`src/rtl/uart_tx.sv`:
```
// ---------------------------------------------------------------------------
// uart_tx : 8N1 UART transmitter with a one-entry holding register.
//
// Bytes are accepted on a valid/ready handshake and serialised LSB first as
// one start bit (0), eight data bits and one stop bit (1). A byte offered
// while a frame is on the line is parked in the holding register and follows
// the current frame with no idle gap.
//
// Parameters
//   CLK_FREQ   clock frequency in Hz
//   BAUD_RATE  serial bit rate; CLKS_PER_BIT = CLK_FREQ / BAUD_RATE (>= 2)
//
// Ports
//   clk        in   system clock, rising edge
//   rst_n      in   synchronous active-low reset
//   tx_data    in   byte to send, sampled in the accept cycle only
//   tx_valid   in   producer has a byte on tx_data
//   tx_ready   out  block can accept (holding register empty)
//   tx_serial  out  registered serial line, idle high
//   tx_busy    out  high while a frame is on the line
// ---------------------------------------------------------------------------
module uart_tx #(
    parameter int unsigned CLK_FREQ  = 100000000,
    parameter int unsigned BAUD_RATE = 9600
) (
    input  logic       clk,
    input  logic       rst_n,
    input  logic [7:0] tx_data,
    input  logic       tx_valid,
    output logic       tx_ready,
    output logic       tx_serial,
    output logic       tx_busy
);

    localparam int unsigned CLKS_PER_BIT = CLK_FREQ / BAUD_RATE;
    localparam int unsigned CNT_W        = $clog2(CLKS_PER_BIT) + 1;
    localparam logic [CNT_W-1:0] CNT_RELOAD = CNT_W'(CLKS_PER_BIT - 1);
    localparam logic [CNT_W-1:0] CNT_ONE    = CNT_W'(1);

    // 3-bit encoding leaves spare codes; those fall into the default branch.
    typedef enum logic [2:0] {
        IDLE  = 3'd0,
        START = 3'd1,
        DATA  = 3'd2,
        STOP  = 3'd3
    } state_t;

    state_t           r_state;
    logic [CNT_W-1:0] r_cnt;
    logic [2:0]       r_bit_idx;
    logic [7:0]       r_shift;
    logic [7:0]       r_hold;
    logic             r_hold_full;
    logic             r_tx_serial;

    state_t           w_state_next;
    logic [CNT_W-1:0] w_cnt_next;
    logic [2:0]       w_bit_next;
    logic [7:0]       w_shift_next;
    logic [7:0]       w_hold_next;
    logic             w_hold_full_next;
    logic             w_serial_next;
    logic             w_accept;
    logic             w_bit_done;

    // Ready depends only on the holding flag, so there is no path from tx_valid.
    assign w_accept   = tx_valid && !r_hold_full;
    assign w_bit_done = (r_cnt == '0);

    // ---------------------------------------------------------------- state register
    always_ff @(posedge clk) begin
        if (!rst_n) begin
            r_state     <= IDLE;
            r_cnt       <= '0;
            r_bit_idx   <= '0;
            r_shift     <= '0;
            r_hold      <= '0;
            r_hold_full <= 1'b0;
            r_tx_serial <= 1'b1;
        end else begin
            r_state     <= w_state_next;
            r_cnt       <= w_cnt_next;
            r_bit_idx   <= w_bit_next;
            r_shift     <= w_shift_next;
            r_hold      <= w_hold_next;
            r_hold_full <= w_hold_full_next;
            r_tx_serial <= w_serial_next;
        end
    end

    // ---------------------------------------------------------------- next-state logic
    always_comb begin
        w_state_next     = r_state;
        w_cnt_next       = r_cnt;
        w_bit_next       = r_bit_idx;
        w_shift_next     = r_shift;
        w_hold_next      = r_hold;
        w_hold_full_next = r_hold_full;

        case (r_state)
            IDLE: begin
                // Holding register is always empty here; load straight into the shifter.
                if (w_accept) begin
                    w_state_next = START;
                    w_cnt_next   = CNT_RELOAD;
                    w_shift_next = tx_data;
                end
            end

            START: begin
                if (w_accept) begin
                    w_hold_next      = tx_data;
                    w_hold_full_next = 1'b1;
                end
                if (w_bit_done) begin
                    w_state_next = DATA;
                    w_cnt_next   = CNT_RELOAD;
                    w_bit_next   = '0;
                end else begin
                    w_cnt_next = r_cnt - CNT_ONE;
                end
            end

            DATA: begin
                if (w_accept) begin
                    w_hold_next      = tx_data;
                    w_hold_full_next = 1'b1;
                end
                if (w_bit_done) begin
                    w_cnt_next = CNT_RELOAD;
                    if (r_bit_idx == 3'd7) begin
                        w_state_next = STOP;
                    end else begin
                        w_bit_next = r_bit_idx + 3'd1;
                    end
                end else begin
                    w_cnt_next = r_cnt - CNT_ONE;
                end
            end

            STOP: begin
                if (w_bit_done) begin
                    // Chain the next frame without an idle cycle when a byte is available.
                    if (r_hold_full) begin
                        w_state_next     = START;
                        w_cnt_next       = CNT_RELOAD;
                        w_shift_next     = r_hold;
                        w_hold_full_next = 1'b0;
                    end else if (w_accept) begin
                        w_state_next = START;
                        w_cnt_next   = CNT_RELOAD;
                        w_shift_next = tx_data;
                    end else begin
                        w_state_next = IDLE;
                    end
                end else begin
                    w_cnt_next = r_cnt - CNT_ONE;
                    if (w_accept) begin
                        w_hold_next      = tx_data;
                        w_hold_full_next = 1'b1;
                    end
                end
            end

            default: begin
                w_state_next     = IDLE;
                w_cnt_next       = '0;
                w_bit_next       = '0;
                w_hold_full_next = 1'b0;
            end
        endcase
    end

    // ---------------------------------------------------------------- output logic
    // The line value is computed from the next state so the registered pin
    // changes on the same edge the state does.
    always_comb begin
        w_serial_next = 1'b1;
        case (w_state_next)
            START:   w_serial_next = 1'b0;
            DATA:    w_serial_next = w_shift_next[w_bit_next];
            default: w_serial_next = 1'b1;
        endcase
        tx_ready = !r_hold_full;
        tx_busy  = (r_state != IDLE);
    end

    assign tx_serial = r_tx_serial;

endmodule

```
`config.mk`:
```
export PLATFORM = sky130hd
export DESIGN_NAME = uart_tx
export DESIGN_NICKNAME = d
export VERILOG_FILES = /design/src/rtl/uart_tx.sv
export SDC_FILE = /design/constraint.sdc
export NUM_CORES = 1
export LEC_CHECK = 0
export ABC_AREA = 0
export BUFFER_PORTS_ARGS = -buffer_cell sky130_fd_sc_hd__buf_2
export CORE_MARGIN = 2
export CORE_UTILIZATION = 37
export CTS_BUF_LIST = sky130_fd_sc_hd__clkbuf_8
export DETAILED_ROUTE_END_ITERATION = 12
export PLACE_DENSITY_LB_ADDON = 0.3
export SLEW_MARGIN = 30
export SYNTH_ARGS = -nofsm -noshare
export SYNTH_HDL_FRONTEND = slang
export SYNTH_SLANG_ARGS = --single-unit
```
`constraint.sdc`:
```
create_clock -name clk -period 3 [get_ports clk]
set_input_delay 0.6 -clock clk [delete_from_list [all_inputs] [get_ports clk]]
set_output_delay 0.6 -clock clk [all_outputs]
set_load 0.02 [all_outputs]
```
**Word level (Yosys, flattened, before mapping)**

Index checks and enable logic that the tools add are counted.
Widths: inputs -> output; s select.

- Magnitude comparators: 1
- Add/subtract/negate cells: 2
- Equal/unequal tests: 7
- Reduce and logical (&&, ||, !) cells: 9
- Multiplexer cells: 30

Operators with widths:

| operator | number |
|---|---|
| $mux 15 | 4 |
| $pmux 15 s3 | 1 |
| $mux 8 | 5 |
| $pmux 8 s2 | 2 |
| $mux 3 | 8 |
| $logic_not 15->1 | 1 |
| $sub 15x1->15 const B | 1 |
| $pmux 3 s4 | 1 |
| $eq 3x2->1 const B | 3 |
| $pmux 3 s3 | 1 |
| $eq 3x1->1 const B | 2 |
| $mux 1 | 5 |
| $lt 3x4->1 const B | 1 |
| $reduce_or 2->1 | 2 |
| $add 3x1->3 const B | 1 |
| $bmux 1 s3 | 1 |
| $eq 3x3->1 const B | 1 |
| $logic_not 3->1 | 1 |
| $pmux 1 s3 | 1 |
| $reduce_bool 3->1 | 1 |
| $ne 2x2->1 const B | 1 |
| $pmux 1 s2 | 1 |
| $reduce_and 2->1 | 1 |
| $reduce_bool 2->1 | 1 |
| other kinds (2) | 2 |

- Output and inout port bits: 3
- Register bits: 39
- Bits of input ports: 11
- Word-level logic and storage cells: 56

**Logic depth before layout (Yosys ltp)**

Gate-level depths: netlist (run 1).

- Word-level depth: 9
- Gate-level depth with buffers: 11
- Depth with buffers taken out: 9

**Worst setup path before layout (run 1)**

No wires, ideal clock.

- Path type: input to register
- Start point: input port tx_valid
- End point: register r_tx_serial, in the netlist tx_serial
- Buffers on the path: 1
- Stages: 8
- Slack: 573 ps
- Arrival time: 2300 ps
- Required time: 2873 ps
- Setup time: 127 ps
- Path through: clkbuf_1 > nand2b_1 > nor2_2 > a21oi_1 > a221o_1 > mux2_2 > o21ai_1 > a211oi_2

- Cells in the longest elaborated chain, start to end: 8
- Elaborated cells between the ends (all ways): 15
- Classes of those cells: eq/ne (2); mux (12); reduce/logical (1)

RTL lines:

| element | line | RTL |
|---|---|---|
| start, declared | 29 | `input logic tx_valid,` |
| $logic_and 1x1->1 * | 67 | `assign w_accept = tx_valid && !r_hold_full;` |
| $mux 8 | 103, 149 |  |
| $mux 8 | 144 | `if (r_hold_full) begin` |
| $mux 8 | 142 | `if (w_bit_done) begin` |
| $pmux 8 s2 | 100 | `case (r_state)` |
| $bmux 1 s3 | 181 | `DATA: w_serial_next = w_shift_next[w_bit_next];` |
| $mux 1 (implied by the code) | 181 |  |
| $pmux 1 s2 * | 179 | `case (w_state_next)` |
| end signal, assigned | 87 | `r_tx_serial <= w_serial_next;` |
| end, declared | 54 | `logic r_tx_serial;` |

Every way passes the cells marked *; elsewhere a longest branch is shown, timed or not. The select of a mux whose other input is x is not followed.
A chain may end at the register's enable or synchronous reset.

**Worst setup path after layout (run 1)**

- Start point: register r_cnt[0]
- End point: register r_tx_serial, in the netlist tx_serial

- Cells in the longest elaborated chain, start to end: 6
- Elaborated cells between the ends (all ways): 15
- Classes of those cells: eq/ne (2); mux (12); reduce/logical (1)

RTL lines:

| element | line | RTL |
|---|---|---|
| start, declared | 49 | `logic [CNT_W-1:0] r_cnt;` |
| start signal, assigned | 82 | `r_cnt <= w_cnt_next;` |
| $logic_not 15->1 * | 68 | `assign w_bit_done = (r_cnt == '0);` |
| $mux 3 (tied with other cells) | 129 | `if (w_bit_done) begin` |
| $pmux 3 s3 / $pmux 8 s2 (equally long branches) | 100 |  |
| $bmux 1 s3 | 181 |  |
| $mux 1 (implied by the code) | 181 |  |
| $pmux 1 s2 * | 179 |  |

Marked as above.

==> flow_metrics.py, run 1 <==
metrics = {
    "run_status": {
        "status": "finished clean",
    },
    "setup_path": {
        "crit_buf_inv": 1,
        "cp-start-kind": "flip-flop",
        "crit_cells": 9,
        "crit_type": "flip-flop to flip-flop",
        "cpPeakStageDelay_ps": 400,
        "cp-end-kind": "flip-flop",
        "cp_cell_sequence": "inv_1 -> ha_1 -> nor4b_4 -> nand4_2 -> or3_1 -> and4bb_4 -> a2111oi_0 -> o31a_1 -> a211oi_2",
        "worst_path_max_delay_cell": "or3_1",
        "worstPathArrival_ps": 2800,
        "cp.required_ps": 3180,
        "cp_max_fo": 8,
        "critical-path-top-delay-family": "simple AND/OR/NAND/NOR gates",
        "worstRegToRegCells": 9,
        "reg2reg_slack_ps": 380,
    },
    "global_routing": {
        "use_met2": 0.284,
        "grt_pass1_vias": 2010,
        "overflow": 0,
        "antenna_found_initial": 0,
        "use_met3": 0.0537,
        "grt_pass1_wl_um": 9890,
        "grtUsageTotal": 0.176,
        "use_met1": 0.227,
        "grt_max_degree": 21,
        "top_usage_layer": "met2",
    },
    "pwr": {
        "p_leak_nw": 0.984,
        "power-per-cell-area_mw_per_mm2": 431,
        "max-vdd-ir-drop_v": 0.000211,
    },
    "die": {
        "core_mm2": 0.00599,
        "die_w_um": 83.1,
        "num_rows": 28,
        "die_h_um": 83.1,
        "die-area_mm2": 0.00690,
        "ioPinCount": 14,
        "start_util": 0.386,
    },
    "synth": {
        "syn-cell-area_mm2": 0.00231,
        "synthCells": 279,
        "synthSimpleGateAreaFrac": 0.294,
        "ys.flop_type": "dfxtp_1",
        "synthTopCellsByCount": "dfxtp_1, a21oi_1, nand2_1, nor2_1, nor2b_1",
        "synth_mux_area_frac": 0.0746,
        "synth_adder_area_share": 0.0108,
        "syn_nets": 292,
        "ys_top_cells_by_area": "dfxtp_1, mux2i_1, a21oi_1",
        "ys_warn_count": 0,
        "synthArstFlopShare": 0,
        "yosys.area.top_type": "dfxtp_1",
        "netlist-cell-type-count": 60,
        "synth-edff-count": 0,
        "synth_area_per_cell_um2": 8.29,
        "ys_ff_latch": 39,
        "synth_most_common_cell": "dfxtp_1",
        "seq_area_frac_synth": 0.337,
        "synth_top_area_share": 0.337,
        "synth_top_family_by_area": "simple AND/OR/NAND/NOR gates",
        "synth_compound_area_frac": 0.240,
        "synth_xor_xnor_area_share": 0.00757,
    },
    "route": {
        "wl_per_cell_um": 15.8,
        "ant_nets": 0,
        "routed_wl_um": 5790,
        "drc_errors": 0,
        "first_pass_iters": 4,
        "drt_iter0_markers": 164,
        "vias_per_cell": 5.82,
        "vias": 2129,
    },
    "placed_design": {
        "pre_cts_slack_ps": 367,
        "numPortBuffers": 13,
        "place.gp.congestion": 0.792,
        "place_hpwl_um": 4150,
    },
    "cts": {
        "ctsHoldBuffers": 0,
        "insertion_delay_ps": 300,
        "post_cts.repair.setup_buffers": 0,
        "cts.sink_count": 39,
        "clk_pin_slew_worst_paths_ps": 80,
        "cts_tree": "yes",
        "h-tree-depth": 2,
        "cts_resized": 0,
        "cts_root_buf": "clkbuf_8",
        "ctsLongestPathBuffers": 2,
        "numCtsBuffers": 5,
    },
    "layout": {
        "synthToLayoutAreaGrowth_pct": 10.7,
        "n_fill_cell": 603,
        "antennaDiodeCount": 0,
        "layout-drive-gt1-share": 0.155,
        "final_util": 0.428,
        "layout.nets": 304,
    },
    "sta": {
        "slew_viol_final": 0,
        "final.setup.tns_ps": 0,
        "finalHoldViolCount": 0,
        "period_needed_ps": 2620,
        "clock_skew_ps": 7.27,
        "period_share": 0.875,
        "finalSetupViolCount": 0,
        "max_freq_mhz": 381,
        "worstMarginPinSlew_ps": 574,
        "fin_ws_ps": 376,
        "whs_ps": 488,
        "relSlewSlack": 0.617,
        "rsz0062_at_grt": "false",
    },
    "flow_run": {
        "drv_cap": 0,
    },
    "hold_path": {
        "hold_path_class": "flip-flop to flip-flop",
        "min_delay_path_depth": 2,
    },
}
==> cell usage in the layout, fill, tap and decap left out, drive strengths merged, types with 4 or more instances in the layout <==
cell	Yosys	final
and2	5	5
nor3	8	8
nand2	24	24
buf	3	20
nor2b	16	16
a21oi	28	28
nand3	6	6
o211ai	5	5
mux2i	15	15
a211oi	7	7
nor3b	4	4
and3	6	6
o21ai	17	17
dfxtp	39	39
nand2b	5	5
nor2	21	21
clkbuf	12	6
inv	5	5
a31oi	4	4
==> path summary, 6_finish.rpt <==
check / startpoint / to
worst min register to register: r_cnt[11] / r_cnt[11]
worst min-delay path: r_cnt[11] / r_cnt[11]
worst max-delay path: r_cnt[0] / tx_serial
worst max register to register: r_cnt[0] / tx_serial
==> routing by layer <==
metal,vias up,part of all wire
met5,-,0
met4,0,0.012
met3,6,0.039
met2,39,0.47
met1,1025,0.48
li1,1059,-
==> logic make-up (layout without fill, tap and decap cells) <==
logic type / after synthesis / in the layout
buffers and inverters: 20 / 32
adders and majority gates: 2 / 2
xor gates and xnor gates: 2 / 2
muxes: 17 / 17
AOI/OAI and AO/OA: 85 / 85
other: 1 / 1
and+or+nand+nor: 113 / 113
DFF: 39 / 39
==> stage by stage <==
step           cell area (um^2)  power (mW)  cells
2_1_floorplan              2310       0.691    279
3_3_place_gp               2470       0.747    359
3_5_place_dp               2470       0.749    359
4_1_cts                    2550        1.12    366
5_1_grt                    2560        1.16    366
6_report                   2560        1.10    366
==> sequential cells by signal, indices dropped and copies added (netlist names) <==
name	flops
tx_serial	1
r_state	3
r_shift	8
r_hold_full	1
r_cnt	15
r_hold	8
r_bit_idx	3
==> worst register-to-register path: cells and delay by family (launching register included) <==
kind                       cells  cell delay (ps)
buffers and inverters          1               60
and+or+nand+nor                4             1250
DFF                            1              340
adders and majority gates      1              190
AOI/OAI and AO/OA              3              670
==> final cells by class <==
type	count	area, um^2	area share
Timing Repair Buffer	20	118	0.0459
Sequential cell	39	781	0.305
Multi-Input combinational cell	220	1460	0.571
Inverter	5	18.8	0.00733
Tap cell	75	93.8	0.0366
Clock buffer	6	82.6	0.0322
Clock inverter	1	5.00	0.00195
==> power by group <==
part | total, mW | internal, mW | switching, mW
Sequential | 0.547 | 0.531 | 0.0165
Combinational | 0.192 | 0.0760 | 0.116
Clock | 0.365 | 0.180 | 0.184
Total | 1.10 | 0.787 | 0.317
No activity file was read; power rests on OpenSTA's default activity.
==> run 2: changes to the inputs <==
--- a/config.mk
+++ b/config.mk
@@ -7,6 +7,8 @@
 export LEC_CHECK = 0
 export ABC_AREA = 0
 export BUFFER_PORTS_ARGS = -buffer_cell sky130_fd_sc_hd__buf_2
+export CELL_PAD_IN_SITES_DETAIL_PLACEMENT = 0
+export CELL_PAD_IN_SITES_GLOBAL_PLACEMENT = 1
 export CORE_MARGIN = 2
 export CORE_UTILIZATION = 37
 export CTS_BUF_LIST = sky130_fd_sc_hd__clkbuf_8
==> run 2 against run 1 <==
Compared with the run above: clock skew down 3.2 ps; combinational power is 3% higher; maximum frequency up 0.60%; total power is 0.91% higher; die area stayed put; non-clock buffer count rose by 2; cell count increased by 0.55%; hold slack improved by 6.1 ps; critical path type unchanged; critical endpoint unchanged.
==> flow_metrics.py, run 2 (synthesis results as in run 1) <==
metrics = {
    "run_status": {
        "status": "finished clean",
    },
    "placed_design": {
        "place.gp.congestion": 0.764,
        "numPortBuffers": 13,
        "place_inst": 361,
        "place_hpwl_um": 4250,
    },
    "layout": {
        "synthToLayoutAreaGrowth_pct": 11.4,
        "top_regs": "r_cnt x15, r_hold x8, r_shift x8",
        "layout.nets": 306,
        "layout.cells.non_filler": 368,
        "largest_reg_flops": 15,
        "mostFrequentLayoutCell": "dfxtp_1",
        "antennaDiodeCount": 0,
        "layout-drive-gt1-share": 0.160,
        "largest-register": "r_cnt",
        "final_cell_mix": "dfxtp_1, a21oi_1, nand2_1",
    },
    "global_routing": {
        "antenna_found_initial": 0,
        "overflow": 0,
        "grtUsageTotal": 0.176,
        "grt_pass1_vias": 2033,
        "grt_max_degree": 21,
        "grt_pass1_wl_um": 10100,
    },
    "pwr": {
        "p_leak_nw": 0.994,
        "max-vdd-ir-drop_v": 0.000233,
        "power-per-cell-area_mw_per_mm2": 433,
    },
    "setup_path": {
        "worstRegToRegCells": 9,
        "cp.required_ps": 3180,
        "cp_max_fo": 7,
        "cp-end-kind": "flip-flop",
        "worstPathArrival_ps": 2790,
        "crit_type": "flip-flop to flip-flop",
        "cp-start-kind": "flip-flop",
    },
    "route": {
        "ant_nets": 0,
        "vias": 2143,
        "routed_wl_um": 6080,
        "drc_errors": 0,
        "drt_iter0_markers": 78,
        "vias_per_cell": 5.82,
        "first_pass_iters": 4,
        "wl_per_cell_um": 16.5,
    },
    "cts": {
        "cts_root_buf": "clkbuf_8",
        "insertion_delay_ps": 290,
        "clk_pin_slew_worst_paths_ps": 80,
        "ctsLongestPathBuffers": 2,
        "post_cts.repair.setup_buffers": 0,
        "cts_resized": 0,
        "cts_tree": "yes",
        "cts.sink_count": 39,
        "numCtsBuffers": 5,
        "ctsHoldBuffers": 0,
        "h-tree-depth": 2,
    },
    "sta": {
        "period_needed_ps": 2610,
        "slew_viol_final": 0,
        "period_share": 0.870,
        "finalSetupViolCount": 0,
        "relSlewSlack": 0.616,
        "worstMarginPinSlew_ps": 577,
        "final.setup.tns_ps": 0,
        "finalHoldViolCount": 0,
        "rsz0062_at_grt": "false",
        "max_freq_mhz": 383,
        "clock_skew_ps": 4.05,
    },
    "die": {
        "die_h_um": 83.1,
        "start_util": 0.386,
        "die-area_mm2": 0.00690,
        "die_w_um": 83.1,
        "num_rows": 28,
        "core_mm2": 0.00599,
        "ioPinCount": 14,
    },
    "hold_path": {
        "min_delay_path_depth": 2,
        "hold_path_class": "flip-flop to flip-flop",
    },
    "flow_run": {
        "drv_cap": 0,
    },
}
[run 2: cell types whose count changed in the layout (fill, tap and decap cells not counted)]
cell / delta
buf_4: +2
[run 2: area by class of cell]
type,count,area [um^2]
multi-input cells,220,1460
repair buffers,22,133
clock buffers,6,82.6
well taps,75,93.8
flip-flops and latches,39,781
clock inverters,1,5.00
fillers,612,3410
inverters,5,18.8
[run 2: worst paths after layout]
kind | slack, ps | startpoint | to
worst max-delay path | 390 | r_cnt[0] | tx_serial
worst min-delay path | 490 | r_shift[4] | r_shift[4]
worst max register to register | 390 | r_cnt[0] | tx_serial
worst min register to register | 490 | r_shift[4] | r_shift[4]
[run 2: per-layer routing]
layer / vias up / part of all wire / global-route usage / routed length [um]
li1: 1072 / - / - / -
met1: 1029 / 0.48 / 0.237 / 2940
met2: 35 / 0.47 / 0.289 / 2870
met3: 7 / 0.034 / 0.0328 / 206
met4: 0 / 0.010 / 0.0492 / 62
met5: - / 0 / 0 / 0
[run 2: per-stage QoR]
stage          cell area, um^2  total power [mW]  utilization  worst slack (ps)  hold slack, ps
6_report                  2580              1.11        0.430               391             494
5_1_grt                   2580              1.17        0.430               198             516
4_1_cts                   2570              1.12        0.429               426             491
3_5_place_dp              2480             0.753        0.414               437             480
3_3_place_gp              2480             0.754        0.414               481             476
2_1_floorplan             2310             0.691            -               573             454
[run 2: power breakdown]
part | switching (mW) | internal, mW
combinational | 0.120 | 0.0774
sequential | 0.0158 | 0.531
clock | 0.189 | 0.181
[run 2: worst max-delay path: stages (launching register included)]
cell,delay [ps]
dfxtp_1,340
inv_1,60
ha_1,200
nor4b_4,330
and4_1,430
a21oi_1,250
a221o_1,410
mux2_2,270
o21ai_1,160
a211oi_2,60
